`config.mk`:
```
export PLATFORM = sky130hd
export DESIGN_NAME = mole_round_scheduler
export DESIGN_NICKNAME = d
export VERILOG_FILES = /design/src/rtl/mole_round_scheduler.sv
export SDC_FILE = /design/constraint.sdc
export NUM_CORES = 1
export LEC_CHECK = 0
export BUFFER_PORTS_ARGS = -buffer_cell sky130_fd_sc_hd__buf_2
export CAP_MARGIN = 10
export CORE_UTILIZATION = 55
export DETAILED_ROUTE_END_ITERATION = 12
export PLACE_DENSITY = 0.77
export SYNTH_ARGS = -nofsm -noshare
export SYNTH_HDL_FRONTEND = slang
export SYNTH_SLANG_ARGS = --single-unit
```
`constraint.sdc`:
```
create_clock -name clk -period 4.7 [get_ports clk]
set_input_delay 0 -clock clk [delete_from_list [all_inputs] [get_ports clk]]
set_output_delay 0 -clock clk [all_outputs]
set_load 0.02 [all_outputs]
```
`src/rtl/mole_round_scheduler.sv`:
```
// mole_round_scheduler: game FSM for the lamp/button reaction game.
// Lights one lamp at a time on an LFSR-chosen lane, scores hits on the matching
// active-low button, counts timeouts as misses and ends the round at MISS_LIMIT.
// Optional feature macro: SPEEDUP_EN (shrinks the lit window as score grows).
// Ports:
//   clk, reset        clock, async active-high reset
//   start             level; starts a game from IDLE or OVER
//   btn_n[LANES]      raw active-low buttons (asynchronous to clk)
//   lamp[LANES]       one-hot (or zero) lamp drive
//   ingame, game_over round status for the display
//   score, miss       hit / miss counters
//   hit_pulse         one-cycle strobe per scored hit
//   miss_pulse        one-cycle strobe per timeout
`timescale 1ns/1ps
module mole_round_scheduler #(
    parameter int unsigned LANES      = 4,
    parameter int unsigned ON_CYCLES  = 50_000_000,
    parameter int unsigned GAP_CYCLES = 100_000_000,
    parameter int unsigned MISS_LIMIT = 10,
    parameter int unsigned SCORE_W    = 32,
    parameter logic [15:0] LFSR_SEED  = 16'hACE1,
    parameter int unsigned SPEED_STEP = 1_000_000
) (
    input  logic               clk,
    input  logic               reset,
    input  logic               start,
    input  logic [LANES-1:0]   btn_n,
    output logic [LANES-1:0]   lamp,
    output logic               ingame,
    output logic               game_over,
    output logic [SCORE_W-1:0] score,
    output logic [7:0]         miss,
    output logic               hit_pulse,
    output logic               miss_pulse
);

    localparam int unsigned LANE_W  = $clog2(LANES);
    localparam int unsigned CNT_MAX = (ON_CYCLES > GAP_CYCLES) ? ON_CYCLES : GAP_CYCLES;
    localparam int unsigned CNT_W   = $clog2(CNT_MAX);

    typedef enum logic [1:0] {S_IDLE, S_GAP, S_SHOW, S_OVER} state_t;

    state_t             state_q, state_d;
    logic [CNT_W-1:0]   cnt_q, cnt_d, show_last;
    logic [LANE_W-1:0]  lane_q, lane_d, prev_lane_q, prev_lane_d, cand;
    logic [SCORE_W-1:0] score_d;
    logic [7:0]         miss_d;
    logic [LANES-1:0]   lamp_d;
    logic               hit_d, miss_p_d;
    logic [15:0]        lfsr_q;
    logic [LANES-1:0]   sync1_q, sync2_q, hist_q, press;
    logic               gap_done;

    assign cand     = lfsr_q[LANE_W-1:0];
    assign press    = hist_q & ~sync2_q;
    assign gap_done = (state_q == S_GAP) && (cnt_q == CNT_W'(GAP_CYCLES - 1));

`ifdef SPEEDUP_EN
    // Lit window is latched when the lamp lights and never shorter than a quarter.
    localparam longint unsigned WIN_FLOOR = (ON_CYCLES / 4 > 0) ? longint'(ON_CYCLES / 4) : 64'd1;
    logic [CNT_W:0] win_q, win_d;
    logic [63:0]    shrink;

    assign shrink    = 64'(score) * 64'(SPEED_STEP);
    assign show_last = CNT_W'(win_q - (CNT_W+1)'(1));

    always_comb begin
        win_d = win_q;
        if (gap_done) begin
            if (shrink + WIN_FLOOR >= 64'(ON_CYCLES))
                win_d = (CNT_W+1)'(WIN_FLOOR);
            else
                win_d = (CNT_W+1)'(64'(ON_CYCLES) - shrink);
        end
    end

    always_ff @(posedge clk or posedge reset) begin
        if (reset) win_q <= (CNT_W+1)'(ON_CYCLES);
        else       win_q <= win_d;
    end
`else
    assign show_last = CNT_W'(ON_CYCLES - 1);
`endif

    // Next-state, counters and registered-output values.
    always_comb begin
        state_d     = state_q;
        cnt_d       = cnt_q;
        lane_d      = lane_q;
        prev_lane_d = prev_lane_q;
        score_d     = score;
        miss_d      = miss;
        hit_d       = 1'b0;
        miss_p_d    = 1'b0;
        case (state_q)
            S_IDLE, S_OVER: begin
                if (start) begin
                    state_d = S_GAP;
                    score_d = '0;
                    miss_d  = '0;
                    cnt_d   = '0;
                end
            end
            S_GAP: begin
                if (gap_done) begin
                    // Never repeat the previous lane.
                    lane_d      = (cand == prev_lane_q) ? cand + LANE_W'(1) : cand;
                    prev_lane_d = lane_d;
                    state_d     = S_SHOW;
                    cnt_d       = '0;
                end else begin
                    cnt_d = cnt_q + CNT_W'(1);
                end
            end
            S_SHOW: begin
                // A hit takes priority over a timeout in the same cycle.
                if (press[lane_q]) begin
                    score_d = (&score) ? score : score + SCORE_W'(1);
                    hit_d   = 1'b1;
                    state_d = S_GAP;
                    cnt_d   = '0;
                end else if (cnt_q == show_last) begin
                    miss_d   = miss + 8'd1;
                    miss_p_d = 1'b1;
                    cnt_d    = '0;
                    state_d  = (miss_d == 8'(MISS_LIMIT)) ? S_OVER : S_GAP;
                end else begin
                    cnt_d = cnt_q + CNT_W'(1);
                end
            end
            default: state_d = S_IDLE;
        endcase
        lamp_d = (state_d == S_SHOW) ? (LANES'(1) << lane_d) : '0;
    end

    // State, counters, synchroniser, LFSR and registered outputs.
    always_ff @(posedge clk or posedge reset) begin
        if (reset) begin
            state_q     <= S_IDLE;
            cnt_q       <= '0;
            lane_q      <= '0;
            prev_lane_q <= '0;
            lfsr_q      <= LFSR_SEED;
            sync1_q     <= '1;
            sync2_q     <= '1;
            hist_q      <= '1;
            lamp        <= '0;
            ingame      <= 1'b0;
            game_over   <= 1'b0;
            score       <= '0;
            miss        <= '0;
            hit_pulse   <= 1'b0;
            miss_pulse  <= 1'b0;
        end else begin
            state_q     <= state_d;
            cnt_q       <= cnt_d;
            lane_q      <= lane_d;
            prev_lane_q <= prev_lane_d;
            lfsr_q      <= {1'b0, lfsr_q[15:1]} ^ (lfsr_q[0] ? 16'hB400 : 16'h0000);
            sync1_q     <= btn_n;
            sync2_q     <= sync1_q;
            hist_q      <= sync2_q;
            lamp        <= lamp_d;
            ingame      <= (state_d == S_GAP) || (state_d == S_SHOW);
            game_over   <= (state_d == S_OVER);
            score       <= score_d;
            miss        <= miss_d;
            hit_pulse   <= hit_d;
            miss_pulse  <= miss_p_d;
        end
    end

endmodule

```
# Yosys cells after proc, flatten, opt, wreduce, memory -nomap -nowiden

Index checks and enable logic that the tools add are counted.

Add/subtract/negate cells: 4
Multiply operators: 0
Div/mod/pow operators: 0
Order comparisons: 1
Equal/unequal tests: 15
Shift-type cells: 1
Mux-type cells: 31
Bitwise operators: 3
Reductions and logical operators: 9

Operators by type and width:

| kind                    | number |
|---|---|
| $mux W27                | 4 |
| $mux W32                | 3 |
| $pmux W27 S3            | 1 |
| $pmux W32 S2            | 1 |
| $add A32 B1 Y32 const B | 1 |
| $reduce_and A32 Y1      | 1 |
| $add A27 B1 Y27 const B | 1 |
| $eq A27 B26 Y1 const B  | 1 |
| $eq A27 B27 Y1 const B  | 1 |
| $mux W8                 | 3 |
| $mux W16                | 1 |
| $mux W2                 | 8 |
| $pmux W8 S2             | 1 |
| $xor A15 B16 Y16        | 1 |
| $ne A2 B2 Y1 const B    | 5 |
| $add A8 B1 Y8 const B   | 1 |
| $eq A2 B2 Y1 const B    | 4 |
| $eq A8 B4 Y1 const B    | 1 |
| $reduce_and A4 Y1       | 2 |
| $mux W1                 | 6 |
| $pmux W2 S3             | 1 |
| $and A4 B4 Y4           | 1 |
| $eq A2 B1 Y1 const B    | 2 |
| $mux W4                 | 1 |
| other kinds (12)        | 12 |

Register bits: 109
Bits in latches: 0
Memory bits (writable): 0
ROM bits: 0
Bits of input ports: 7
Output and inout bits: 48
Word-level logic and storage cells: 79
Memories: 0

# Logic depth before layout (Yosys ltp)

Depth after elaboration: 8
Depth in mapped cells: 11
Depth with buffers taken out: 9

# Least setup slack after synthesis

OpenSTA, ideal clock, no wires.

Path type: register to register
Start: register sync2_q[3]
End: register lamp[0]
Library setup time: 0.084 ns
Data arrival time: 2.626 ns
Required time: 4.616 ns
Slack: 1.990 ns
Stages on the path, launching flop included: 10
Path buffers: 2
Clock period less this slack: 2.710 ns
Path through: dfstp_2 and4b_1 or4_1 buf_2 a311oi_4 buf_6 a2bb2oi_1 o211ai_1 ha_1 a21boi_0

Word-level cells in the longest chain between the ends: 8

Ends and longest elaborated chain:

| element                       | line | source |
|---|---|---|
| start, declared               | 51   | `logic [LANES-1:0] sync1_q, sync2_q, hist_q, press;` |
| start signal, assigned        | 161  | `sync2_q <= sync1_q;` |
| $not A4 Y4                    | 55   | `assign press = hist_q & ~sync2_q;` |
| $and A4 B4 Y4                 | 55   |  |
| $bmux W1 S2                   | 117  | `if (press[lane_q]) begin` |
| $mux W1 (implied by the code) | 117  |  |
| $mux W2                       | 117  |  |
| $pmux W2 S3                   | 95   | `case (state_q)` |
| via state_d[1]                | 43   | `state_t state_q, state_d;` |
| $eq A2 B2 Y1                  | 133  | `lamp_d = (state_d == S_SHOW) ? (LANES'(1) << lane_d) : '0;` |
| $mux W4                       | 133  |  |
| via lamp_d[0]                 | 48   | `logic [LANES-1:0] lamp_d;` |
| end signal, assigned          | 163  | `lamp <= lamp_d;` |
| end, declared                 | 28   | `output logic [LANES-1:0] lamp,` |

The timed path passes the listed nets, and every way through them passes these cells. The select of a mux whose other input is x is not followed.
A chain may end at the register's enable or synchronous reset.

# Final worst setup path

Same ends and word-level chain as after synthesis.

==> impl_metrics.ini <==
[power]
irDropWorstVdd_v = 0.000184
power.share.switching_pct = 34.7
p_per_area_nw_per_um2 = 311
p_clk_share_pct = 27.7
seq_power_share_pct = 50.7
internal-power_mw = 1.30
p_switching_uw = 689
fin_total_pwr_mw = 1.99
p_leak_nw = 2.76
p_comb_share_pct = 21.6

[drt]
wl_per_cell_um = 16.6
dr.pass1.iters = 5
ant_nets = 0
drc = 0
drt_iter0_markers = 306
vias = 4913
wirelength_um = 13100
viasPerCell = 6.23

[logic_synthesis]
synth_cells = 604
synth-edff-count = 0
synth_cell_types = 64
netlist_area_um2 = 5780
synth-seq-area-share_pct = 47.6
synth_seq_cells = 109
async_reset_ff_share_pct = 100
syn_nets = 619
synth.avg_cell_area_um2 = 9.57
synth_warnings = 0
ys.flop_type = dfrtp_1

[cells_and_area]
fin_area_um2 = 6390
fin_nets = 663
final_core_util_pct = 62.4
fill_cells = 849
layout-drive-gt1-share_pct = 17.3
syn2layout_area_growth_pct = 10.5
stdcell_count = 789
n_antenna_cell = 0

[setup_path]
crit_chain = and4b_1, or4_1, a311oi_4, a2bb2oi_1, o211ai_1, ha_1, a21boi_0
worstPathRequired_ps = 5000
crit_type = reg -> reg
cp_slowest_cell = or4_1
crit_path_start_kind = flip-flop
end_kind = flip-flop
cp_slowest_stage_delay_ps = 730
crit_fanout = 13
worstPathArrival_ps = 3480

[sta]
setup_viol = 0
worst_pin_slew_ps = 886
finalMaxSlewViolations = 0
max_slew_margin_pct = 40.9
rsz0062_at_grt = false
period_minus_slack_ps = 3180
hold_viol_final = 0
fin_skew_ps = 11.7
tns_ps = 0
post-route-period-util_pct = 67.6
max_freq_mhz = 315

[clock_tree]
cts_root_buf = clkbuf_8
max-clock-path-buffers = 2
postCtsSetupBuffers = 0
h-tree-depth = 3
clock-sinks = 109
cts_buffers = 9
path_clk_slew_ps = 110
tritoncts = done
insertion_delay_ps = 390

[outcome]
status = complete, no violations

[flow_run]
max_cap_viol_count = 0

[floorplanning]
start_util_pct = 56.5
die_w_um = 104
row_count = 37
coreArea_um2 = 10200
fp.dieH_um = 104
dieArea_um2 = 10900
pin_count = 55

[grt]
grt-ovfl-total = 0
grt_util_all_layers_pct = 25.1
antenna_found_initial = 0
grt_pass1_wl_um = 22000
grt_max_degree = 62
grt_pass1_vias = 4508

[hold_path]
holdCritPathClass = in -> async

[place]
dp_cells = 766
dp_hpwl_um = 8800
dpl-instance-area_um2 = 6130
portBuffers = 54
gp_congestion = 0.900
## placed cells by master (no fill, tap or decap), drive strengths merged, types with 3 or more instances in the layout
cell          n
and2          9
or4          15
nor4         19
nor2         25
a31oi         8
dlygate4sd3   6
o31ai        15
dfstp        20
o31a          3
or2           3
a21oi        18
or3          14
dfrtp        89
clkinv        3
nor3b         3
buf          60
nand2        81
xor2          9
xnor2         4
and4          9
o221ai       10
nand3        33
ha            8
o311ai        4
nor2b         4
a41oi         4
nor3          7
and3         14
nand4        11
o21ai        27
nand2b       14
inv          22
mux2i        13
clkbuf       10
o21a          4
o211ai       20
a22oi         6
## layer usage
metal	vias up	track usage, %	routed length, um
met3	17	3.82	618
met1	2408	34.0	5890
li1	2338	-	-
met2	150	40.5	6340
met5	-	0	0
met4	0	10.2	225
## cell usage after synthesis, types with 10 or more instances
| master | number | share of area, % |
|---|---|---|
| inv_1 | 18 | 1.2 |
| or4_1 | 15 | 1.9 |
| o31ai_1 | 15 | 1.9 |
| nor4_1 | 17 | 1.8 |
| o21ai_0 | 17 | 1.5 |
| a21oi_1 | 18 | 1.6 |
| o211ai_1 | 18 | 2.3 |
| dfstp_2 | 20 | 9.1 |
| nand2b_1 | 14 | 1.5 |
| o221ai_1 | 10 | 1.5 |
| clkbuf_1 | 24 | 1.6 |
| and3_1 | 14 | 1.5 |
| nand3_1 | 32 | 2.8 |
| nand4_1 | 11 | 1.2 |
| nand2_1 | 81 | 5.3 |
| mux2i_1 | 13 | 2.3 |
| dfrtp_1 | 89 | 39 |
| nor2_1 | 25 | 1.6 |
| or3_1 | 14 | 1.5 |
## cell type report
type | count | area [um2] | share of cell area (%)
clock buffers | 10 | 128 | 2.00
clock inverters | 6 | 53.8 | 0.842
inverters | 19 | 73.8 | 1.16
multi-input cells | 443 | 2830 | 44.3
flip-flops and latches | 109 | 2750 | 43.1
well taps | 136 | 170 | 2.66
repair buffers | 66 | 383 | 5.99
## metrics by stage
stage / hold WS [ps] / setup WS (ps)
after floorplan: 4.48 / 1860
after global placement: 101 / 1660
after detailed placement: 106 / 1520
after CTS: 225 / 1520
after global routing: 231 / 1310
final: 223 / 1520
## final timing paths
path / startpoint / endpoint / slack, ps / cells after the start
min in group clk: btn_n[0] / sync1_q[0] / 240 / 2
worst min register to register: sync1_q[1] / sync2_q[1] / 360 / 0
worst min-delay path: reset / score[31] / 220 / 3
max in group asynchronous: reset / cnt_q[20] / 3240 / 4
worst max-delay path: sync2_q[3] / lamp[0] / 1520 / 7
worst max register to register: sync2_q[3] / lamp[0] / 1520 / 7
## kinds of logic after synthesis
family | synth area share (%)
AOI/OAI and AO/OA | 16.7
xor gates and xnor gates | 1.97
adders and majority gates | 1.73
buffers and inverters | 3.66
DFF | 47.6
muxes | 2.64
and+or+nand+nor | 25.7
## flip-flops by register name (all words and copies together), names as in the netlist, 2 cells and up
name         flops
sync2_q          4
cnt_q           27
sync1_q          4
lamp             4
lane_q           2
state_q          2
hist_q           4
score           32
prev_lane_q      2
lfsr_q          16
miss             8
## worst max-delay path: cells and delay by family, from the launching register on
kind            cells  cell delay, ps
compound gates      4            1330
fa+ha+maj           1             290
flops               1             550
simple gates        2             930
## what timing repair did
| item | in CTS | in global routing |
|---|---|---|
| hold endpoints to repair | 38 | 0 |
| gates resized for setup | 0 | 0 |
| hold buffers | 6 | 0 |
## power by group through the flow
stage	sequential, mW	clock, mW	combinational [mW]
final	1.01	0.551	0.429
after global placement	1.02	0	0.401
after CTS	1.01	0.561	0.414
after detailed placement	1.02	0	0.409
after global routing	1.01	0.604	0.470
after floorplan	1.02	0	0.307
No activity file was read; power rests on OpenSTA's default activity.
